## config.mk

```make
export PLATFORM = sky130hd
export DESIGN_NAME = serial_frame_rx_flat
export DESIGN_NICKNAME = d
export VERILOG_FILES = /design/src/rtl/serial_frame_rx_pkg.sv /design/src/rtl/serial_frame_rx_if.sv /design/src/rtl/serial_frame_rx_sipo_shift.sv /design/src/rtl/serial_frame_rx.sv /design/src/flat_wrapper.sv
export SDC_FILE = /design/constraint.sdc
export NUM_CORES = 1
export LEC_CHECK = 0
export BUFFER_PORTS_ARGS = -buffer_cell sky130_fd_sc_hd__buf_2
export CAP_MARGIN = 20
export CORE_MARGIN = 8
export CORE_UTILIZATION = 35
export DETAILED_ROUTE_END_ITERATION = 10
export GPL_TIMING_DRIVEN = 0
export PLACE_DENSITY_LB_ADDON = 0.15
export SYNTH_ARGS = -nofsm -noshare
export SYNTH_HDL_FRONTEND = slang
export SYNTH_SLANG_ARGS = --single-unit
```

## constraint.sdc

```tcl
create_clock -name clk -period 2.17 [get_ports clk]
set_clock_uncertainty 0.1 [all_clocks]
set_input_delay 0.1085 -clock clk [delete_from_list [all_inputs] [get_ports clk]]
set_output_delay 0.1085 -clock clk [all_outputs]
set_load 0.05 [all_outputs]
```

## src/rtl/serial_frame_rx_pkg.sv

```systemverilog
// Shared definitions for the serial frame receiver: FSM state encoding.
package serial_frame_rx_pkg;
  typedef logic [1:0] state_t;

  localparam state_t IDLE   = 2'd0;
  localparam state_t DATA   = 2'd1;
  localparam state_t PARITY = 2'd2;
  localparam state_t STOP   = 2'd3;
endpackage

```

## src/rtl/serial_frame_rx_if.sv

```systemverilog
// Serial line in, recovered word and status strobes out.
interface serial_frame_rx_if #(parameter int DATA_W = 8);
  logic              bit_en;
  logic              rx;
  logic [DATA_W-1:0] data_out;
  logic              valid;
  logic              par_err;
  logic              frm_err;
  logic              busy;

  modport master (output bit_en, rx,
                  input  data_out, valid, par_err, frm_err, busy);
  modport slave  (input  bit_en, rx,
                  output data_out, valid, par_err, frm_err, busy);
endinterface

```

## src/rtl/serial_frame_rx_sipo_shift.sv

```systemverilog
// Serial-in/parallel-out register; new bits enter at the MSB so an LSB-first
// stream lands in natural bit order after W shifts.
module sipo_shift #(
  parameter int W = 8
) (
  input  logic         clk,
  input  logic         rst_n,
  input  logic         i_en,
  input  logic         i_bit,
  output logic [W-1:0] o_q
);
  logic [W-1:0] r_q;

  generate
    if (W == 1) begin : g_one
      always_ff @(posedge clk or negedge rst_n)
        if (!rst_n)    r_q <= '0;
        else if (i_en) r_q <= i_bit;
    end else begin : g_multi
      always_ff @(posedge clk or negedge rst_n)
        if (!rst_n)    r_q <= '0;
        else if (i_en) r_q <= {i_bit, r_q[W-1:1]};
    end
  endgenerate

  assign o_q = r_q;
endmodule

```

## src/rtl/serial_frame_rx.sv

```systemverilog
// Framed serial receiver: start, DATA_W bits LSB first, optional even parity,
// stop. Registered word output with one-cycle valid / error strobes.
module serial_frame_rx
  import serial_frame_rx_pkg::*;
#(
  parameter int DATA_W    = 8,
  parameter int PARITY_EN = 1
) (
  input  logic              clk,
  input  logic              reset_n,
  serial_frame_rx_if.slave  bus
);
  localparam int CW = $clog2(DATA_W + 1);

  state_t            r_state, w_nxt;
  logic [CW-1:0]     r_cnt;
  logic              r_par_bit;
  logic [DATA_W-1:0] w_shreg;
  logic [DATA_W-1:0] r_dout;
  logic              r_valid, r_perr, r_ferr, r_busy;
  logic              w_shift, w_last, w_par_ok;
  logic              w_good, w_perr, w_ferr;

  assign w_last   = (r_cnt == CW'(DATA_W - 1));
  assign w_par_ok = (PARITY_EN == 0) || ((^w_shreg) == r_par_bit);

  sipo_shift #(.W(DATA_W)) u_shift (
    .clk   (clk),
    .rst_n (reset_n),
    .i_en  (w_shift),
    .i_bit (bus.rx),
    .o_q   (w_shreg)
  );

  always_ff @(posedge clk or negedge reset_n)
    if (!reset_n) r_state <= IDLE;
    else          r_state <= w_nxt;

  always_comb begin
    w_nxt = r_state;
    if (bus.bit_en) begin
      case (r_state)
        IDLE:    if (!bus.rx) w_nxt = DATA;
        DATA:    if (w_last)  w_nxt = (PARITY_EN != 0) ? PARITY : STOP;
        PARITY:  w_nxt = STOP;
        default: w_nxt = IDLE;  // stop sampled as 0 is not reused as a start bit
      endcase
    end
  end

  always_comb begin
    w_shift = 1'b0;
    w_good  = 1'b0;
    w_perr  = 1'b0;
    w_ferr  = 1'b0;
    if (bus.bit_en) begin
      case (r_state)
        DATA: w_shift = 1'b1;
        STOP: begin
          w_good = bus.rx &&  w_par_ok;
          w_perr = bus.rx && !w_par_ok;
          w_ferr = !bus.rx;
        end
        default: ;
      endcase
    end
  end

  always_ff @(posedge clk or negedge reset_n)
    if (!reset_n) begin
      r_cnt     <= '0;
      r_par_bit <= 1'b0;
      r_dout    <= '0;
      r_valid   <= 1'b0;
      r_perr    <= 1'b0;
      r_ferr    <= 1'b0;
      r_busy    <= 1'b0;
    end else begin
      // strobes last one clk regardless of bit_en spacing
      r_valid <= w_good;
      r_perr  <= w_perr;
      r_ferr  <= w_ferr;
      r_busy  <= (w_nxt != IDLE);
      if (w_good) r_dout <= w_shreg;
      if (bus.bit_en) begin
        if (r_state == IDLE)        r_cnt     <= '0;
        else if (r_state == DATA)   r_cnt     <= r_cnt + CW'(1);
        if (r_state == PARITY)      r_par_bit <= bus.rx;
      end
    end

  assign bus.data_out = r_dout;
  assign bus.valid    = r_valid;
  assign bus.par_err  = r_perr;
  assign bus.frm_err  = r_ferr;
  assign bus.busy     = r_busy;
endmodule

```

## src/flat_wrapper.sv

```systemverilog
// flat-port wrapper written by rule: the top's interface ports become plain ports
module serial_frame_rx_flat import serial_frame_rx_pkg::*;
#(
  parameter int DATA_W    = 8,
  parameter int PARITY_EN = 1
)
  (clk, reset_n, bus_bit_en, bus_rx, bus_data_out, bus_valid, bus_par_err, bus_frm_err, bus_busy);
  serial_frame_rx_if #(.DATA_W(DATA_W)) bus_i ();
  input  logic clk;
  input  logic reset_n;
  input wire logic [$bits(bus_i.bit_en)-1:0] bus_bit_en;
  input wire logic [$bits(bus_i.rx)-1:0] bus_rx;
  output wire logic [$bits(bus_i.data_out)-1:0] bus_data_out;
  output wire logic [$bits(bus_i.valid)-1:0] bus_valid;
  output wire logic [$bits(bus_i.par_err)-1:0] bus_par_err;
  output wire logic [$bits(bus_i.frm_err)-1:0] bus_frm_err;
  output wire logic [$bits(bus_i.busy)-1:0] bus_busy;
  assign bus_i.bit_en = bus_bit_en;
  assign bus_i.rx = bus_rx;
  assign bus_data_out = bus_i.data_out;
  assign bus_valid = bus_i.valid;
  assign bus_par_err = bus_i.par_err;
  assign bus_frm_err = bus_i.frm_err;
  assign bus_busy = bus_i.busy;
  serial_frame_rx #(.DATA_W(DATA_W), .PARITY_EN(PARITY_EN)) u_core (.clk(clk), .reset_n(reset_n), .bus(bus_i));
endmodule
```

Word-level counts from Yosys, hierarchy flattened. Cells that the tools add are included.

Bits of input ports: 4. Logic and storage cells: 39. Register bits after elaboration: 27. Output and inout port bits: 12.

Reduce and logical (&&, ||, !) cells: 10. Multiplexer cells: 14. Equal/unequal tests: 5. Add/subtract/negate cells: 1.

Operator list (count): $mux W1 (8); $mux W4 (2); $reduce_xor A8 Y1 (1); $mux W2 (3); $pmux W2 S3 (1); $add A4 B1 Y4 const B (1); $eq A2 B2 Y1 const B (2); $eq A4 B3 Y1 const B (1); $reduce_and A2 Y1 (2); $reduce_bool A2 Y1 (2); $eq A2 B1 Y1 const B (1); $logic_and A1 B1 Y1 (2); $logic_not A1 Y1 (2); $logic_not A2 Y1 (1); $eq A1 B1 Y1 (1).

Depth between registers and ports, before layout. Gate-level depths: netlist (run 1).

Depth in word-level cells: 6. Gate-level depth with buffers: 5.

Cells and area by module. A second synthesis (run 1) with hierarchy kept.

Cells, all modules: 91. Area, all modules: 1214.9 sq um.

By module, submodules not included: serial_frame_rx (seq. area each 475.5 sq um, cells each 74, times used 1, area each 883.3 sq um); sipo_shift (seq. area each 200.2 sq um, cells each 17, times used 1, area each 331.6 sq um).

Worst setup path before layout (run 1). No wires, ideal clock.

Path type: reg2reg. Start: reg u_core.u_shift.r_q[2], in the netlist u_core.u_shift.o_q[2]. End: reg u_core.r_dout[0], in the netlist u_core.bus.data_out[0]. Buffers on the path: 0. Arrival: 1.684 ns. Slack: 0.262 ns. Period minus slack after synthesis: 1.908 ns. Cell stages (with the launch flop): 5. Library setup time: 0.125 ns. Cells stage by stage: dfrtp_1 > xor2_1 > xnor3_2 > mux2i_4 > mux2_2.

Longest elaborated chain between the ends: 5.

RTL lines: start, declared (line serial_frame_rx_sipo_shift.sv:12) `logic [W-1:0] r_q;`; start signal, assigned (line serial_frame_rx_sipo_shift.sv:22) `else if (i_en) r_q <= {i_bit, r_q[W-1:1]};`; $reduce_xor A8 Y1 (line serial_frame_rx.sv:25) `assign w_par_ok = (PARITY_EN == 0) || ((^w_shreg) == r_par_bit);`; $eq A1 B1 Y1 (line serial_frame_rx.sv:25); $logic_and A1 B1 Y1 (line serial_frame_rx.sv:60) `w_good = bus.rx && w_par_ok;`; $mux W1 (line serial_frame_rx.sv:57) `case (r_state)`; $mux W1 (line serial_frame_rx.sv:56) `if (bus.bit_en) begin`; end signal, assigned (line serial_frame_rx.sv:84) `if (w_good) r_dout <= w_shreg;`; end, declared (line serial_frame_rx.sv:19) `logic [DATA_W-1:0] r_dout;`.

No other way between the ends. A chain may end at the register's enable or synchronous reset.

Worst setup path in the final report (run 1).
Start: reg u_core.u_shift.r_q[2], in the netlist u_core.u_shift.o_q[2]. End: reg u_core.r_dout[7], in the netlist u_core.bus.data_out[7].

The elaborated chain is that of the path after synthesis.

==> results of run 1 <==
-- cell usage in the layout (no fill, tap or decap), drive strengths merged --
master / instances
dlygate4sd3: 2
xnor3: 2
nor3: 1
nor2: 4
buf: 14
ha: 1
a21oi: 2
a22o: 1
nand3b: 2
dfrtp: 27
o21ai: 4
nand4: 1
mux2i: 1
nand3: 3
nand2: 8
o31a: 1
nor3b: 1
inv: 2
nor2b: 3
xor2: 1
xnor2: 3
mux2: 17
nand2b: 1
a21o: 1
clkbuf: 5
clkinv: 1
-- sequential cells by signal, indices dropped and copies added, names as in the netlist --
register,cells
u_core.bus.par_err,1
u_core.u_shift.o_q,8
u_core.bus.data_out,8
u_core.bus.frm_err,1
u_core.bus.busy,1
u_core.r_state,2
u_core.r_cnt,4
u_core.bus.valid,1
u_core.r_par_bit,1
-- area by class of cell --
cell class | count | area (µm²)
Fill cell | 330 | 1940
Buffer | 2 | 7.51
Multi-Input combinational cell | 58 | 482
Inverter | 2 | 7.51
Sequential cell | 27 | 676
Clock inverter | 1 | 5.00
Timing Repair Buffer | 16 | 90.1
Clock buffer | 3 | 22.5
Tap cell | 46 | 57.6
-- metal layers --
layer / wire [µm] / vias up / track usage
li1: - / 352 / -
met1: 831 / 354 / 0.0901
met3: 103 / 5 / 0.0273
met5: 0 / - / 0
met2: 968 / 11 / 0.142
met4: 34 / 0 / 0.0399
-- per-stage QoR --
stage,util,setup WS [ns],std cells,cell area [µm²]
2_1_floorplan,-,0.262,89,1170
3_3_place_gp,0.396,0.126,149,1300
3_5_place_dp,0.396,0.107,149,1300
4_1_cts,0.410,0.0886,155,1350
5_1_grt,0.410,0.0267,155,1350
6_report,0.410,0.110,155,1350
-- repair_timing --
action,4_1_cts,5_1_grt
hold buffers,2,0
endpoints found under the hold margin,30,0
resized for setup,0,0
-- worst max-delay path, stage by stage (launching register included) --
cell and delay, ns:
dfrtp_1 0.44, xor2_1 0.17, xnor3_2 0.45, mux2i_4 0.42
mux2_2 0.38
-- logic make-up (layout without fill, tap and decap cells) --
group           Yosys count  after routing  synth area share
simple gates             24             24             0.101
flops                    27             27             0.576
xor+xnor                  6              6            0.0694
buf+inv                   4             24            0.0128
mux                      18             18             0.182
fa+ha+maj                 1              1            0.0107
compound gates            9              9            0.0470
-- worst paths after layout --
path / from / end / slack [ns] / cells after the start
worst min register to register: u_core.bus.data_out[3]$_DFFE_PN0P_ / u_core.bus.data_out[3]$_DFFE_PN0P_ / 0.42 / 1
worst max register to register: u_core.u_shift.o_q[2]$_DFFE_PN0P_ / u_core.bus.data_out[7]$_DFFE_PN0P_ / 0.11 / 4
worst min-delay path: bus_bit_en / u_core.bus.frm_err$_DFF_PN0_ / 0.04 / 3
worst max-delay path: u_core.u_shift.o_q[2]$_DFFE_PN0P_ / u_core.bus.data_out[7]$_DFFE_PN0P_ / 0.11 / 4
max in group asynchronous: reset_n / u_core.r_state[0]$_DFF_PN0_ / 1.37 / 2
min in group asynchronous: reset_n / u_core.bus.valid$_DFF_PN0_ / 0.22 / 2
-- power by group --
part / switching [µW] / internal, µW / total [µW]
registers: 138 / 679 / 816
logic: 483 / 476 / 959
clock network: 144 / 69.1 / 213
total: 764 / 1220 / 1990
==> summary.md, run 1 <==
| Metric | Value |
|---|---|
| Hold Crit Class | primary input to flip-flop |
| Clock root buffer | clkbuf_4 |
| WP data required | 2.30 ns |
| Cell Area, Synth | between 0.001 and 0.0015 mm² |
| Syn nets | between 90 and 100 |
| Starting Density | 0.357 |
| Top-count cell post-synth | dfrtp_1 |
| PortBufs | 14 |
| Post-synth cell types | 24 |
| Count of final hold-check violations | 0 |
| Pin count of the biggest net entering global routing | 28 |
| Routed WL per cell | roughly 12 µm |
| ANT cells | 0 |
| Routed via count | around 720 |
| Avg Inst Size Synth | roughly 13 µm² |
| Final wirelength | about 1900 µm |
| Clock Path Buffers | 2 |
| Drc violations | 0 |
| Row count | 21 |
| Skew-Pair Late Insertion Delay | 0.32 ns |
| Outcome | completed |
| Cell area power density | 1480 mW/mm² |
| Slew @ Worst Pin | about 0.6 ns |
| Ports | 16 |
| Commonest cells in the netlist | dfrtp_1, mux2_2, nand2_1 |
| Post-synth EDFFs | 0 |
| DRT Pass-1 Iters | 4 |
| DRT iter0 DRCs | 23 |
| Die extent in x | roughly 74 µm |
| RSZ-0062 raised after global routing | no |
| CTS Sinks | 27 |
| Post-Synthesis Cells | just under 90 |
| Crit. End Element | flip-flop |
| Clk slew on worst S/H paths | ~0.14 ns |
| Fin crit share | 0.949 |
| Initial antenna violation count | 0 |
| Cell accounting for the most synthesized area | dfrtp_1 |
| Die Ht | 73.9 µm |
| Number of global-route vias before repair | between 700 and 800 |
| HPWL after detailed placement | ~1400 µm |
| Layout Nets | 115 |
| CP max FO | 9 |
| P&R area growth vs syn | 14.9% |
| Maxcap violations | 0 |
| GRT Total Usage | 0.0832 |
| Static leakage | 0.000653 µW |
| Final hold slack | 0.0439 ns |
| Share of cells above drive strength 1 | 0.339 |
| Peak VDD IR | 360 µV |
| Synth top area share | 0.576 |
| Final setup TNS | 0 ns |
| Critical setup path kind | flip-flop to flip-flop |
| Most used flip-flop cell after synthesis | dfrtp_1 |
| Vias per cell | approximately 4.7 |
| Crit path DAT | about 2.2 ns |
| Post-route ant nets | 0 |
| Minimum clock period | 2.06 ns |
| FFs w/ async S/R, synth | 1.00 |
| FF+latch count, synth | 27 |
| Grt ovf | 0 |
| Largest cells by area after synthesis | dfrtp_1, mux2_2, nand2_1, xnor2_1, xnor3_2 |
| Synth warn | 0 |
| Max Slew Vio Count | 0 |
| Global-route wire length before repair | ~3500 µm |
| CTS buffer count | 3 |
| Max Freq | approximately 500 MHz |
| Core ar. | around 0.0033 mm² |
| Placer Congestion | roughly 0.73 |
| CP Launch Type | flip-flop |
| Final setup viols | 0 |
| Slew headroom | 0.601 |
| CTS H-Tree Depth | 1 |
| Die ar. | 0.00546 mm² |
| Final Power | 1990 µW |
| Post-CTS Setup Bufs | 0 |
| Sequential share of the synthesized area | 0.576 |
| CTS tree | built |
Power figures use the tool's default switching activity.
==> run 2, diff against run 1 <==
--- a/config.mk
+++ b/config.mk
@@ -9,5 +9,5 @@
 export CAP_MARGIN = 20
 export CORE_MARGIN = 8
-export CORE_UTILIZATION = 35
+export CORE_UTILIZATION = 45
 export DETAILED_ROUTE_END_ITERATION = 10
 export GPL_TIMING_DRIVEN = 0
==> constraint.sdc (replaced) <==
create_clock -name clk -period 2.17 [get_ports clk]
set_clock_uncertainty 0.1 [all_clocks]
set_input_delay 0.217 -clock clk [delete_from_list [all_inputs] [get_ports clk]]
set_output_delay 0.217 -clock clk [all_outputs]
set_load 0.05 [all_outputs]
==> run 2 against run 1 <==
  * Register-to-register slack better by 0.03 ns
  * Cell count fell by 9.7%
  * Clock-buffer cell count increased by 1
  * Die area is 18% lower
  * Core utilization is 13 points higher
  * Sequential cell count unchanged
  * Wire length about the same
  * Setup slack better by 0.030 ns
==> summary.md, run 2 (same netlist as run 1, synthesis figures left out) <==
| Metric | Value |
|---|---|
| Outcome | completed |
| Comb power frac | 0.482 |
| Register area | 676 µm² |
| Slew @ Worst Pin | around 0.6 ns |
| Critical Path End | u_core.bus.data_out[4]$_DFFE_PN0P_ |
| Reg2reg setup slack | approximately 0.14 ns |
| HPWL after detailed placement | approximately 1400 µm |
| Crit. End Element | flip-flop |
| RSZ-0062 raised after global routing | no |
| Psw | 773 µW |
| Final wirelength | between 1500 and 2000 µm |
| Core ar. | roughly 0.0025 mm² |
| Placer Congestion | around 0.71 |
| Crit path DAT | approximately 2.2 ns |
| Die extent in x | between 60 and 70 µm |
| Critical Path Start | u_core.u_shift.o_q[2]$_DFFE_PN0P_ |
| P&R area growth vs syn | 14.8% |
| Share of cells above drive strength 1 | 0.336 |
| Final setup viols | 0 |
| Clock Path Buffers | 2 |
| CTS H-Tree Depth | 1 |
| Most frequent cells in the layout | dfrtp_1, mux2_2, buf_2 |
| Die ar. | around 0.0045 mm² |
| Starting Density | 0.473 |
| Final setup TNS | 0 ns |
| CP Launch Type | flip-flop |
| Max Slew Vio Count | 0 |
| Post-CTS Resized | 0 |
| Global-route wire length before repair | between 3000 and 4000 µm |
| Levels on crit path | 5 |
| Reg2reg path depth | 5 |
| Slew headroom | 0.599 |
| DRT iter0 DRCs | 27 |
| Count of final hold-check violations | 0 |
| Maxcap violations | 0 |
| CP max-delay cell | xnor3_2 |
| Cell area power density | about 1500 mW/mm² |
| Routed via count | a little over 700 |
| Fin area | ~0.0013 mm² |
| Sequential cell fraction of total power | 0.409 |
| Routed WL per cell | 13.8 µm |
| DRT Pass-1 Iters | 4 |
| Final Power | 2000 µW |
| Skew-Pair Late Insertion Delay | about 0.32 ns |
| Row count | 18 |
| Pin count of the biggest net entering global routing | 28 |
| Final Non-Filler Cells | 140 |
| Worst reg2reg path startpoint | u_core.u_shift.o_q[2]$_DFFE_PN0P_ |
| CTS buffer count | 3 |
| Cell Chain, Critical Path | xor2_1, xnor3_2, mux2i_4, buf_12, mux2_2 |
| Layout Nets | ~120 |
| Minimum clock period | around 2 ns |
| Placed cells | ~130 |
| Area of the multi-input gates | roughly 480 µm² |
| Switching Fraction | 0.386 |
| CTS Sinks | 27 |
| Post-route ant nets | 0 |
| Clock group share of total power | 0.109 |
| Critical setup path kind | flip-flop to flip-flop |
| Critical path buffers and inverters | 1 |
| Static leakage | between 0.0006 and 0.0007 µW |
| Vias per cell | 5.16 |
| Placed Area | ~0.0013 mm² |
| Filler cell count | roughly 230 |
| Number of global-route vias before repair | between 700 and 800 |
| Clock root buffer | clkbuf_4 |
| Clk slew on worst S/H paths | roughly 0.14 ns |
| GRT Total Usage | 0.0992 |
| ANT cells | 0 |
| Hold Crit Class | primary input to flip-flop |
| Most common cell after layout, fill and taps aside | dfrtp_1 |
| WP data required | around 2.3 ns |
| Final hold slack | between 0.1 and 0.15 ns |
| Power Internal | roughly 1200 µW |
| CP peak stage delay | ~0.45 ns |
| CP max FO | 9 |
| Max Freq | about 490 MHz |
| Peak VDD IR | about 800 µV |
| PortBufs | 14 |
| CTS tree | built |
| Drc violations | 0 |
| Initial antenna violation count | 0 |
| Fin crit share | 0.935 |
| R2r endpoint | u_core.bus.data_out[4]$_DFFE_PN0P_ |
| Grt ovf | 0 |
| Delay-heaviest family, CP | XOR/XNOR gates |
| Ports | 16 |
| Die Ht | 67.0 µm |
run 2: cell count changes in the layout (fill, tap and decap cells not counted), sizes merged:
cell	delta
buf	+1
clkbuf	+1
clkinv	-1
run 2: how the worst min path moves through the flow:
| stage | from | endpoint | cells after the start |
|---|---|---|---|
| 2_1_floorplan | reset_n | u_core.bus.busy$_DFF_PN0_ | 0 |
| 3_3_place_gp | reset_n | u_core.bus.valid$_DFF_PN0_ | 1 |
| 3_5_place_dp | reset_n | u_core.bus.valid$_DFF_PN0_ | 1 |
| 4_1_cts | bus_bit_en | u_core.bus.frm_err$_DFF_PN0_ | 3 |
| 5_1_grt | bus_bit_en | u_core.bus.frm_err$_DFF_PN0_ | 3 |
| 6_report | bus_bit_en | u_core.bus.frm_err$_DFF_PN0_ | 3 |
run 2: stage by stage:
step / setup WS [ns] / utilization
floorplan: 0.262 / -
global placement: 0.107 / 0.517
detailed placement: 0.0745 / 0.517
CTS: 0.0465 / 0.535
global route: 0.0817 / 0.543
finish: 0.140 / 0.543
run 2: area by class of cell:
| type | count | area share |
|---|---|---|
| plain buffers | 2 | 0.00558 |
| clock buffers | 4 | 0.0195 |
| inverters | 2 | 0.00558 |
| multi-input cells | 58 | 0.358 |
| flip-flops and latches | 27 | 0.502 |
| well taps | 30 | 0.0279 |
| repair buffers | 17 | 0.0818 |
run 2: layer usage:
| metal | global-route usage | part of all wire | up-vias |
|---|---|---|---|
| met3 | 0.0285 | 0.071 | 5 |
| met1 | 0.120 | 0.46 | 345 |
| met2 | 0.154 | 0.45 | 17 |
| li1 | - | - | 355 |
| met5 | 0 | 0 | - |
| met4 | 0.0548 | 0.022 | 0 |
run 2: power groups by stage:
stage	Combinational [µW]	Sequential, µW	Clock [µW]
CTS	976	821	229
global placement	951	824	0
detailed placement	972	833	0
floorplan	636	991	0
global route	1040	853	250
finish	966	819	217
run 2: worst reg2reg max path: stages (launching register included):
cell	delay, ns
dfrtp_1	0.44
xor2_1	0.17
xnor3_2	0.45
mux2i_4	0.26
buf_12	0.15
mux2_2	0.34
run 2: timing repair:
item | in CTS | in global routing
setup buffers | 0 | 1
endpoints found under the setup margin | 0 | 8
hold endpoints to repair | 28 | 0
hold buffers | 2 | 0
